**src/rtl/irin_keyq_if.sv**
```systemverilog
// Bus between an NEC frame decoder/consumer and the key-event queue.
// The master side drives decoded frames and pops events; the slave side is the queue.
interface irin_keyq_if;
  logic        frame_valid;
  logic [31:0] frame;
  logic        repeat_valid;
  logic        out_ready;
  logic        out_valid;
  logic [8:0]  out_data;
  logic        key_down;
  logic [7:0]  key_code;
  logic [7:0]  err_count;
  logic        overflow;

  modport master (
    output frame_valid, frame, repeat_valid, out_ready,
    input  out_valid, out_data, key_down, key_code, err_count, overflow
  );

  modport slave (
    input  frame_valid, frame, repeat_valid, out_ready,
    output out_valid, out_data, key_down, key_code, err_count, overflow
  );
endinterface

```
**src/rtl/irin_keyq.sv**
```systemverilog
// NEC remote key tracker: turns decoded frames and repeat codes into press/release
// events with a hold timeout, queued in a 4-entry FIFO.
module irin_keyq #(
  parameter int unsigned TICK_DIV   = 48000,
  parameter int unsigned HOLD_MS    = 120,
  parameter bit          ADDR_CHECK = 1'b0,
  parameter logic [7:0]  ADDR       = 8'h00
) (
  input  logic       clk,
  input  logic       rst_n,
  irin_keyq_if.slave bus
);

  localparam int unsigned   PW       = $clog2(TICK_DIV);
  localparam logic [PW-1:0] PRE_LAST = PW'(TICK_DIV - 1);
  localparam logic [15:0]   HOLD_LD  = 16'(HOLD_MS);
  localparam int unsigned   DEPTH    = 4;

  typedef enum logic [1:0] {
    S_IDLE = 2'd0,
    S_HELD = 2'd1,
    S_SWAP = 2'd2
  } state_e;

  // ---------------------------------------------------------------------------
  // Input stage: also makes the first action after reset land on the second edge
  // ---------------------------------------------------------------------------
  logic        fv_q;
  logic        rv_q;
  logic [31:0] frame_q;

  // NOTE: sequential state uses non-blocking assignments so every flop samples
  // pre-edge values regardless of statement order.
  always_ff @(posedge clk or negedge rst_n) begin
    if (!rst_n) begin
      fv_q    <= 1'b0;
      rv_q    <= 1'b0;
      frame_q <= '0;
    end else begin
      fv_q    <= bus.frame_valid;
      rv_q    <= bus.repeat_valid;
      frame_q <= bus.frame;
    end
  end

  logic [7:0] cmd;
  logic       cmd_ok;
  logic       addr_ok;
  logic       frame_ok;

  assign cmd      = frame_q[23:16];
  assign cmd_ok   = (frame_q[31:24] == ~frame_q[23:16]);
  assign addr_ok  = (frame_q[7:0] == ADDR) && (frame_q[15:8] == ~ADDR);
  assign frame_ok = cmd_ok && (!ADDR_CHECK || addr_ok);

  // ---------------------------------------------------------------------------
  // Millisecond prescaler, restarted whenever the hold timer is reloaded
  // ---------------------------------------------------------------------------
  logic [PW-1:0] pre_q;
  logic [PW-1:0] pre_d;
  logic          tick;
  logic          reload;

  assign tick  = (pre_q == PRE_LAST);
  assign pre_d = (reload || tick) ? '0 : pre_q + PW'(1);

  // ---------------------------------------------------------------------------
  // Key state machine
  // ---------------------------------------------------------------------------
  state_e      state_q, state_d;
  logic [15:0] timer_q, timer_d;
  logic [7:0]  key_q, key_d;
  logic [7:0]  new_q, new_d;
  logic        push;
  logic [8:0]  push_data;
  logic        err_inc;

  // A frame arriving mid-swap is rejected even if it is well-formed.
  assign err_inc = fv_q && (!frame_ok || (state_q == S_SWAP));

  always_comb begin
    // NOTE: every signal written here gets a default first, so no path through
    // the case statement can leave one unassigned and infer a latch.
    state_d   = state_q;
    timer_d   = timer_q;
    key_d     = key_q;
    new_d     = new_q;
    push      = 1'b0;
    push_data = '0;
    reload    = 1'b0;

    case (state_q)
      S_IDLE: begin
        if (fv_q && frame_ok) begin
          push      = 1'b1;
          push_data = {1'b1, cmd};
          key_d     = cmd;
          reload    = 1'b1;
          state_d   = S_HELD;
        end
      end
      S_HELD: begin
        if (fv_q && frame_ok) begin
          if (cmd == key_q) begin
            reload = 1'b1;
          end else begin
            push      = 1'b1;
            push_data = {1'b0, key_q};
            new_d     = cmd;
            state_d   = S_SWAP;
          end
        end else if (rv_q && !fv_q) begin
          reload = 1'b1;
        end else if (tick) begin
          timer_d = timer_q - 16'd1;
          if (timer_q <= 16'd1) begin
            push      = 1'b1;
            push_data = {1'b0, key_q};
            timer_d   = '0;
            state_d   = S_IDLE;
          end
        end
      end
      S_SWAP: begin
        push      = 1'b1;
        push_data = {1'b1, new_q};
        key_d     = new_q;
        reload    = 1'b1;
        state_d   = S_HELD;
      end
      default: state_d = S_IDLE;
    endcase

    if (reload) timer_d = HOLD_LD;
  end

  logic [7:0] err_q;

  always_ff @(posedge clk or negedge rst_n) begin
    if (!rst_n) begin
      state_q <= S_IDLE;
      timer_q <= '0;
      pre_q   <= '0;
      key_q   <= '0;
      new_q   <= '0;
      err_q   <= '0;
    end else begin
      state_q <= state_d;
      timer_q <= timer_d;
      pre_q   <= pre_d;
      key_q   <= key_d;
      new_q   <= new_d;
      if (err_inc && (err_q != 8'hFF)) err_q <= err_q + 8'd1;
    end
  end

  // ---------------------------------------------------------------------------
  // Event FIFO
  // ---------------------------------------------------------------------------
  logic [8:0] mem_q [DEPTH];
  logic [1:0] wr_ptr_q;
  logic [1:0] rd_ptr_q;
  logic [2:0] count_q;
  logic [8:0] last_q;
  logic       ovf_q;
  logic       empty;
  logic       full;
  logic       pop;
  logic       push_ok;

  assign empty   = (count_q == 3'd0);
  assign full    = (count_q == 3'(DEPTH));
  assign pop     = !empty && bus.out_ready;
  assign push_ok = push && (!full || pop);

  // NOTE: storage is deliberately not reset; an entry is only read after it has
  // been written, and the count/pointers carry the reset state.
  always_ff @(posedge clk) begin
    if (push_ok) mem_q[wr_ptr_q] <= push_data;
  end

  always_ff @(posedge clk or negedge rst_n) begin
    if (!rst_n) begin
      wr_ptr_q <= '0;
      rd_ptr_q <= '0;
      count_q  <= '0;
      last_q   <= '0;
      ovf_q    <= 1'b0;
    end else begin
      if (push_ok) wr_ptr_q <= wr_ptr_q + 2'd1;
      if (pop) begin
        rd_ptr_q <= rd_ptr_q + 2'd1;
        last_q   <= mem_q[rd_ptr_q];
      end
      count_q <= count_q + 3'(push_ok) - 3'(pop);
      if (push && full && !pop) ovf_q <= 1'b1;
    end
  end

  // When empty, the last popped event stays visible on out_data.
  assign bus.out_valid = !empty;
  assign bus.out_data  = empty ? last_q : mem_q[rd_ptr_q];
  assign bus.key_down  = (state_q != S_IDLE);
  assign bus.key_code  = key_q;
  assign bus.err_count = err_q;
  assign bus.overflow  = ovf_q;

endmodule

```
**src/flat_wrapper.sv**
```systemverilog
// flat-port wrapper written by rule: the top's interface ports become plain ports
module irin_keyq_flat 
#(
  parameter int unsigned TICK_DIV   = 48000,
  parameter int unsigned HOLD_MS    = 120,
  parameter bit          ADDR_CHECK = 1'b0,
  parameter logic [7:0]  ADDR       = 8'h00
)
  (clk, rst_n, bus_frame_valid, bus_frame, bus_repeat_valid, bus_out_ready, bus_out_valid, bus_out_data, bus_key_down, bus_key_code, bus_err_count, bus_overflow);
  irin_keyq_if bus_i ();
  input  logic clk;
  input  logic rst_n;
  input wire logic [$bits(bus_i.frame_valid)-1:0] bus_frame_valid;
  input wire logic [$bits(bus_i.frame)-1:0] bus_frame;
  input wire logic [$bits(bus_i.repeat_valid)-1:0] bus_repeat_valid;
  input wire logic [$bits(bus_i.out_ready)-1:0] bus_out_ready;
  output wire logic [$bits(bus_i.out_valid)-1:0] bus_out_valid;
  output wire logic [$bits(bus_i.out_data)-1:0] bus_out_data;
  output wire logic [$bits(bus_i.key_down)-1:0] bus_key_down;
  output wire logic [$bits(bus_i.key_code)-1:0] bus_key_code;
  output wire logic [$bits(bus_i.err_count)-1:0] bus_err_count;
  output wire logic [$bits(bus_i.overflow)-1:0] bus_overflow;
  assign bus_i.frame_valid = bus_frame_valid;
  assign bus_i.frame = bus_frame;
  assign bus_i.repeat_valid = bus_repeat_valid;
  assign bus_i.out_ready = bus_out_ready;
  assign bus_out_valid = bus_i.out_valid;
  assign bus_out_data = bus_i.out_data;
  assign bus_key_down = bus_i.key_down;
  assign bus_key_code = bus_i.key_code;
  assign bus_err_count = bus_i.err_count;
  assign bus_overflow = bus_i.overflow;
  irin_keyq #(.TICK_DIV(TICK_DIV), .HOLD_MS(HOLD_MS), .ADDR_CHECK(ADDR_CHECK), .ADDR(ADDR)) u_core (.clk(clk), .rst_n(rst_n), .bus(bus_i));
endmodule
```
**config.mk**
```make
export PLATFORM = sky130hd
export DESIGN_NAME = irin_keyq_flat
export DESIGN_NICKNAME = d
export VERILOG_FILES = /design/src/rtl/irin_keyq_if.sv /design/src/rtl/irin_keyq.sv /design/src/flat_wrapper.sv
export SDC_FILE = /design/constraint.sdc
export NUM_CORES = 1
export LEC_CHECK = 0
export ABC_AREA = 0
export CAP_MARGIN = 10
export CELL_PAD_IN_SITES_DETAIL_PLACEMENT = 1
export CELL_PAD_IN_SITES_GLOBAL_PLACEMENT = 1
export CORE_MARGIN = 2
export CORE_UTILIZATION = 33
export CTS_CLUSTER_SIZE = 10
export DETAILED_ROUTE_END_ITERATION = 8
export MAX_ROUTING_LAYER = met4
export PLACE_DENSITY_LB_ADDON = 0.1
export SLEW_MARGIN = 20
export SYNTH_ARGS = -nofsm -noshare
export SYNTH_HDL_FRONTEND = slang
export SYNTH_SLANG_ARGS = --single-unit
```
**constraint.sdc**
```tcl
create_clock -name clk -period 5.85 [get_ports clk]
set_input_delay 0.585 -clock clk [delete_from_list [all_inputs] [get_ports clk]]
set_output_delay 0.585 -clock clk [all_outputs]
set_load 0.05 [all_outputs]
```
Word level (Yosys, flattened, before mapping)
Memories as Yosys holds them, arrays and structs flattened.
Index checks and enable logic that the tools add are counted.
{"block": "totals", "regBits": 109, "input_bits": 37, "wordCells": 102, "out_inout_bits": 28, "n_memories": 1, "ramBits": 36}
{"memory": "u_core.mem_q", "depth": 4, "word_bits": 9, "read_ports": 1, "rd_clocked_by_memory_dff": 0, "write_ports": 1, "line": "irin_keyq.sv:160", "text": "logic [8:0] mem_q [DEPTH];"}
{"block": "classes", "n_reduce_logical": 26, "bitwise": 2, "addsub": 7, "magnitude_cmp": 1, "muxes": 37, "n_eq_ne": 14}
{"cell": "2-to-1 mux 16 bit", "count": 7}
{"cell": "2-to-1 mux 9 bit", "count": 5}
{"cell": "case mux 9 bit (3 select lines)", "count": 1}
{"cell": "2-to-1 mux 8 bit", "count": 3}
{"cell": "adder 16 x 1 -> 16 bit (second input constant)", "count": 1}
{"cell": "equality test 16 bit (second input constant)", "count": 1}
{"cell": "equality test 8 bit", "count": 2}
{"cell": "<= comparator 16 x 1 -> 1 bit (second input constant)", "count": 1}
{"cell": "case mux 8 bit (2 select lines)", "count": 1}
{"cell": "subtractor 16 x 1 -> 16 bit (second input constant)", "count": 1}
{"cell": "2-to-1 mux 2 bit", "count": 6}
{"cell": "2-to-1 mux 1 bit", "count": 11}
{"cell": "adder 8 x 1 -> 8 bit (second input constant)", "count": 1}
{"cell": "logical AND 1 bit", "count": 8}
{"cell": "!= test 8 bit (second input constant)", "count": 1}
{"cell": "inverter 8 bit", "count": 1}
{"cell": "nonzero test 2 bit", "count": 4}
{"cell": "!= test 2 x 1 -> 1 bit (second input constant)", "count": 3}
{"cell": "!= test 3 x 1 -> 1 bit (second input constant)", "count": 2}
{"cell": "case mux 1 bit (3 select lines)", "count": 2}
{"cell": "case mux 2 bit (3 select lines)", "count": 1}
{"cell": "zero test 1 bit", "count": 5}
{"cell": "AND reduction 5 bit", "count": 1}
{"cell": "adder 2 x 1 -> 2 bit (second input constant)", "count": 2}
{"cell": "other kinds (14)", "count": 16}

Depth between registers and ports, before layout
{"block": "logic_depth", "word_depth": 9, "mapped_depth": 11, "ltp_nobuf": 10}

Least setup slack after synthesis
OpenSTA, ideal clock, no wires.
{"block": "synth_timing", "kind": "reg2reg", "startpoint": "register u_core.frame_q[23]", "endpoint": "register u_core.count_q[2]", "setup_time_ps": 123, "setup_slack_ps": 3408, "period_less_slack_ps": 2442, "path_buffers": 1, "stages_incl_launch_ff": 11, "t_arrival_ps": 2320, "t_required_ps": 5727, "cell_sequence": "dfrtp_1 -> xor2_1 -> nand4_1 -> or3_1 -> buf_2 -> nand4_1 -> a21oi_4 -> ha_1 -> fa_1 -> xor2_1 -> xnor2_1"}
{"block": "synth_via", "elab_chain_cells": 8, "word_cells_on_any_way": 11, "classes_between": "add/sub: 2; eq/ne: 2; mux: 4; bitwise: 1; reduce/logical: 2"}
{"item": "from (decl)", "line": "irin_keyq.sv:30", "text": "logic [31:0] frame_q;"}
{"item": "from (signal assigned)", "line": "irin_keyq.sv:42", "text": "frame_q <= bus.frame;"}
{"item": "inverter 8 bit", "line": "irin_keyq.sv:52", "text": "assign cmd_ok = (frame_q[31:24] == ~frame_q[23:16]);"}
{"item": "equality test 8 bit", "line": "irin_keyq.sv:52"}
{"item": "logical AND 1 bit", "line": "irin_keyq.sv:94, irin_keyq.sv:103"}
{"item": "2-to-1 mux 1 bit, on equally long branches", "line": "irin_keyq.sv:103, irin_keyq.sv:94"}
{"item": "case mux 1 bit (3 select lines) *", "line": "irin_keyq.sv:92", "text": "case (state_q)"}
{"item": "logical AND 1 bit *", "line": "irin_keyq.sv:174", "text": "assign push_ok = push && (!full || pop);"}
{"item": "adder 3 x 1 -> 3 bit *", "line": "irin_keyq.sv:195", "text": "count_q <= count_q + 3'(push_ok) - 3'(pop);"}
{"item": "subtractor 3 x 1 -> 3 bit *", "line": "irin_keyq.sv:195"}
{"item": "to (signal assigned)", "line": "irin_keyq.sv:195"}
{"item": "to (decl)", "line": "irin_keyq.sv:163", "text": "logic [2:0] count_q;"}
Every way passes the cells marked *; elsewhere a longest branch is shown, timed or not.
A chain may end at the register's enable or synchronous reset.

Final worst setup path
{"block": "layout_timing", "startpoint": "register u_core.timer_q[8]", "endpoint": "memory u_core.mem_q[3][0] (enable)"}
{"block": "layout_via", "elab_chain_cells": 9}
{"item": "from (decl)", "line": "irin_keyq.sv:71", "text": "logic [15:0] timer_q, timer_d;"}
{"item": "from (signal assigned)", "line": "irin_keyq.sv:149", "text": "timer_q <= timer_d;"}
{"item": "<= comparator 16 x 1 -> 1 bit", "line": "irin_keyq.sv:116", "text": "if (timer_q <= 16'd1) begin"}
{"item": "2-to-1 mux 1 bit", "line": "irin_keyq.sv:116"}
{"item": "2-to-1 mux 1 bit", "line": "irin_keyq.sv:114", "text": "end else if (tick) begin"}
{"item": "2-to-1 mux 1 bit", "line": "irin_keyq.sv:112", "text": "end else if (rv_q && !fv_q) begin"}
{"item": "2-to-1 mux 1 bit", "line": "irin_keyq.sv:103", "text": "if (fv_q && frame_ok) begin"}
{"item": "case mux 1 bit (3 select lines)", "line": "irin_keyq.sv:92"}
{"item": "logical AND 1 bit", "line": "irin_keyq.sv:174"}
{"item": "2-to-1 mux 1 bit", "line": "irin_keyq.sv:179", "text": "if (push_ok) mem_q[wr_ptr_q] <= push_data;"}
{"item": "2-to-1 mux 1 bit (not written as such)", "line": "irin_keyq.sv:179"}
{"item": "to (decl)", "line": "irin_keyq.sv:160"}
No other way between the ends.

==> impl_metrics.toml <==
[grt]
grt_pass1_vias = 4177
grt-ovfl-total = 0
use_met1_pct = 19.8
track_usage_pct = 15.3
antenna_found_initial = 0
grt_use_met2_pct = 23.9
grt.busiest_layer = "met2"
grt_pass1_wl_um = 21700
grt_use_met3_pct = 4.05
grt_start_max_net_pins = 71

[sta]
period_needed_ns = 3.55
setup_ws_ns = 2.30
hold_viol_final = 0
fin_skew_ns = 0.00686
maxSlewHeadroom_pct = 35.4
fmax_ghz = 0.282
finalSetupViolCount = 0
worst_pin_slew_ns = 0.964
finalMaxSlewViolations = 0
fin_crit_sh_pct = 60.7
fin_setup_tns_ns = 0
rsz0062_at_grt = "no"

[placed_design]
io_buffers = 48
placed_area_um2 = 6600
place.gp.congestion = 0.715
dpl.hpwl_um = 8580
dp_slack_ns = 2.26
dp_cells = 726

[layout]
multi_input_area_um2 = 2360
diodes = 0
drive_above_1_share_pct = 15.4
layout.cells.non_filler = 758
seq_area_um2 = 3410
n_fill_cell = 1806
area_growth_pct = 21.5
final_nets = 568
final_area_um2 = 7150

[logic_synthesis]
synth-seq-cells = 129
syn_area_per_cell_um2 = 12.6
yosysWarnings = 0
syn_nets = 515
synth_flop_cell = "dfrtp_1"
synth.distinct_cells = 53
synth_area_um2 = 5880
async_flop_share_pct = 72.1
yosysSeqAreaShare_pct = 57.9
synth_area_leaders = "dfrtp_1 (40%), edfxtp_1 (18%), mux2_2 (5.2%)"
synth_top_area_share_pct = 39.5
synth_edf_count = 36
yosysTopAreaCell = "dfrtp_1"
postSynthCellCount = 467

[cts]
cts_tree = "done"
clk_pin_slew_ns = 0.06
ctsHoldBuffers = 0
root_buffer = "clkbuf_16"
cts-buffers-inserted = 17
cts_setup_buffers = 0
clk_latency_ns = 0.41
clkSinkCount = 129
htreeDepth = 4
ctsResizeCount = 0
cts.path.max_buffers = 2

[floorplan]
fp.dieArea_um2 = 18900
die_h_um = 138
core.rowCount = 48
start_util_pct = 33.9
coreArea_um2 = 17400
die_w_um = 138
io_pins = 65

[pwr]
leakage_nw = 2.91
p_per_area_nw_per_um2 = 459
ir_drop_v = 0.000286
power_mw = 3.28

[setup_path]
worst-r2r-cell-count = 6
r2r_slack_ns = 2.30
crit_fanout = 14
crit_type = "flip-flop to flip-flop"
r2r_end = "u_core.mem_q[3][0]"
reg2reg_from = "u_core.timer_q[8]"
endpoint_kind = "flip-flop"
required_ns = 5.90
cp-start-kind = "flip-flop"
arrival_ns = 3.60

[detailed_routing]
dr.pass1.iters = 4
antenna_left = 0
viasPerCell = 5.08
wl_per_cell_um = 16.9
drc = 0
routed_wl_um = 12800
drtIter0Drc = 219
routed-via-count = 3850

[hold_path]
hp-class = "input port to async pin"

[run]
maxCapViolCount = 0

[status]
status = "completed"
==> worst max path at each step <==
stage                            start            endpoint  slack, ns  depth (start not counted)
finish               u_core.timer_q[8]  u_core.mem_q[3][0]       2.30                          6
global route         u_core.timer_q[8]  u_core.mem_q[3][0]       1.95                          6
CTS                  u_core.timer_q[8]  u_core.mem_q[0][0]       2.24                          6
detailed placement   u_core.timer_q[8]  u_core.mem_q[0][7]       2.26                          6
global placement     u_core.timer_q[8]  u_core.mem_q[1][7]       2.31                          6
floorplan           u_core.frame_q[23]   u_core.count_q[2]       3.41                         10
==> area by class of cell <==
cell class | instances | share of cell area [%]
clock buffers | 22 | 6.63
clock inverters | 10 | 1.10
inverters | 13 | 0.683
multi-input cells | 308 | 33.0
flip-flops and latches | 129 | 47.7
well taps | 225 | 3.94
repair buffers | 51 | 7.00
==> per-layer routing <==
layer | share of wire, % | vias up
met3 | 3.2 | 10
met1 | 49 | 1960
met2 | 47 | 67
met4 | 1.0 | 0
li1 | - | 1813
met5 | 0 | -
==> cells in the final DEF, fill, tap and decap left out, types with 10 or more instances in the layout <==
cell and n:
inv_1 13, xnor2_1 21, clkdlybuf4s50_1 47, a21oi_1 16, nand3_1 11, clkbuf_16 17
nand2_1 14, xor2_1 21, edfxtp_1 36, nand4_1 14, a21o_1 10, mux2_2 27
dfrtp_1 93, ha_1 10, o21ai_0 21, nor2_1 38, a22oi_1 18
==> through the flow <==
step	hold WS [ns]	utilization (%)
4_1_cts	0.0699	41.2
2_1_floorplan	0.289	-
3_5_place_dp	0.482	38.0
5_1_grt	0.0770	41.2
6_report	0.0674	41.2
3_3_place_gp	0.476	38.0
==> report_power, final <==
part           internal, mW  switching (mW)  total, mW
registers              1.07           0.190       1.26
logic                 0.439           0.604       1.04
clock network         0.579           0.402      0.981
total                  2.09            1.20       3.28
==> cells by family after synthesis <==
logic type | count (synthesis) | share of synthesized area (%)
and+or+nand+nor | 133 | 12.5
buffers and inverters | 30 | 2.02
muxes | 38 | 8.97
adders and majority gates | 11 | 2.47
DFF | 129 | 57.9
xor gates and xnor gates | 42 | 6.25
AOI/OAI and AO/OA | 84 | 9.91
==> registers in the layout (all words and copies together), names as in the netlist, 8 cells and up <==
name                  count
u_core.frame_q           16
u_core.pre_q             16
u_core.timer_q           16
u_core.bus.err_count      8
u_core.last_q             9
u_core.bus.key_code       8
u_core.mem_q             36
u_core.new_q              8
==> synth_stat cells (all sizes together), types with 4 or more instances <==
| master | n |
|---|---|
| nor4 | 5 |
| and3 | 4 |
| xor2 | 21 |
| mux4 | 9 |
| dfrtp | 93 |
| nor2 | 40 |
| a22o | 9 |
| a22oi | 18 |
| clkbuf | 11 |
| nand3 | 11 |
| edfxtp | 36 |
| mux2 | 28 |
| or3 | 4 |
| buf | 6 |
| xnor2 | 21 |
| and2 | 6 |
| nand2 | 14 |
| ha | 10 |
| nand3b | 7 |
| o21ai | 23 |
| inv | 13 |
| nand4 | 14 |
| a21oi | 17 |
| nor3 | 11 |
| a21o | 10 |
==> critical path, stage by stage, from the launching register on <==
cell and delay (ns):
dfrtp_1 0.43, nor4_1 0.48, nand3_1 0.34, nor3_2 0.81, nand4_1 0.32, a21oi_4 0.32, and2_1 0.47
(Power assumes the default switching activity.)
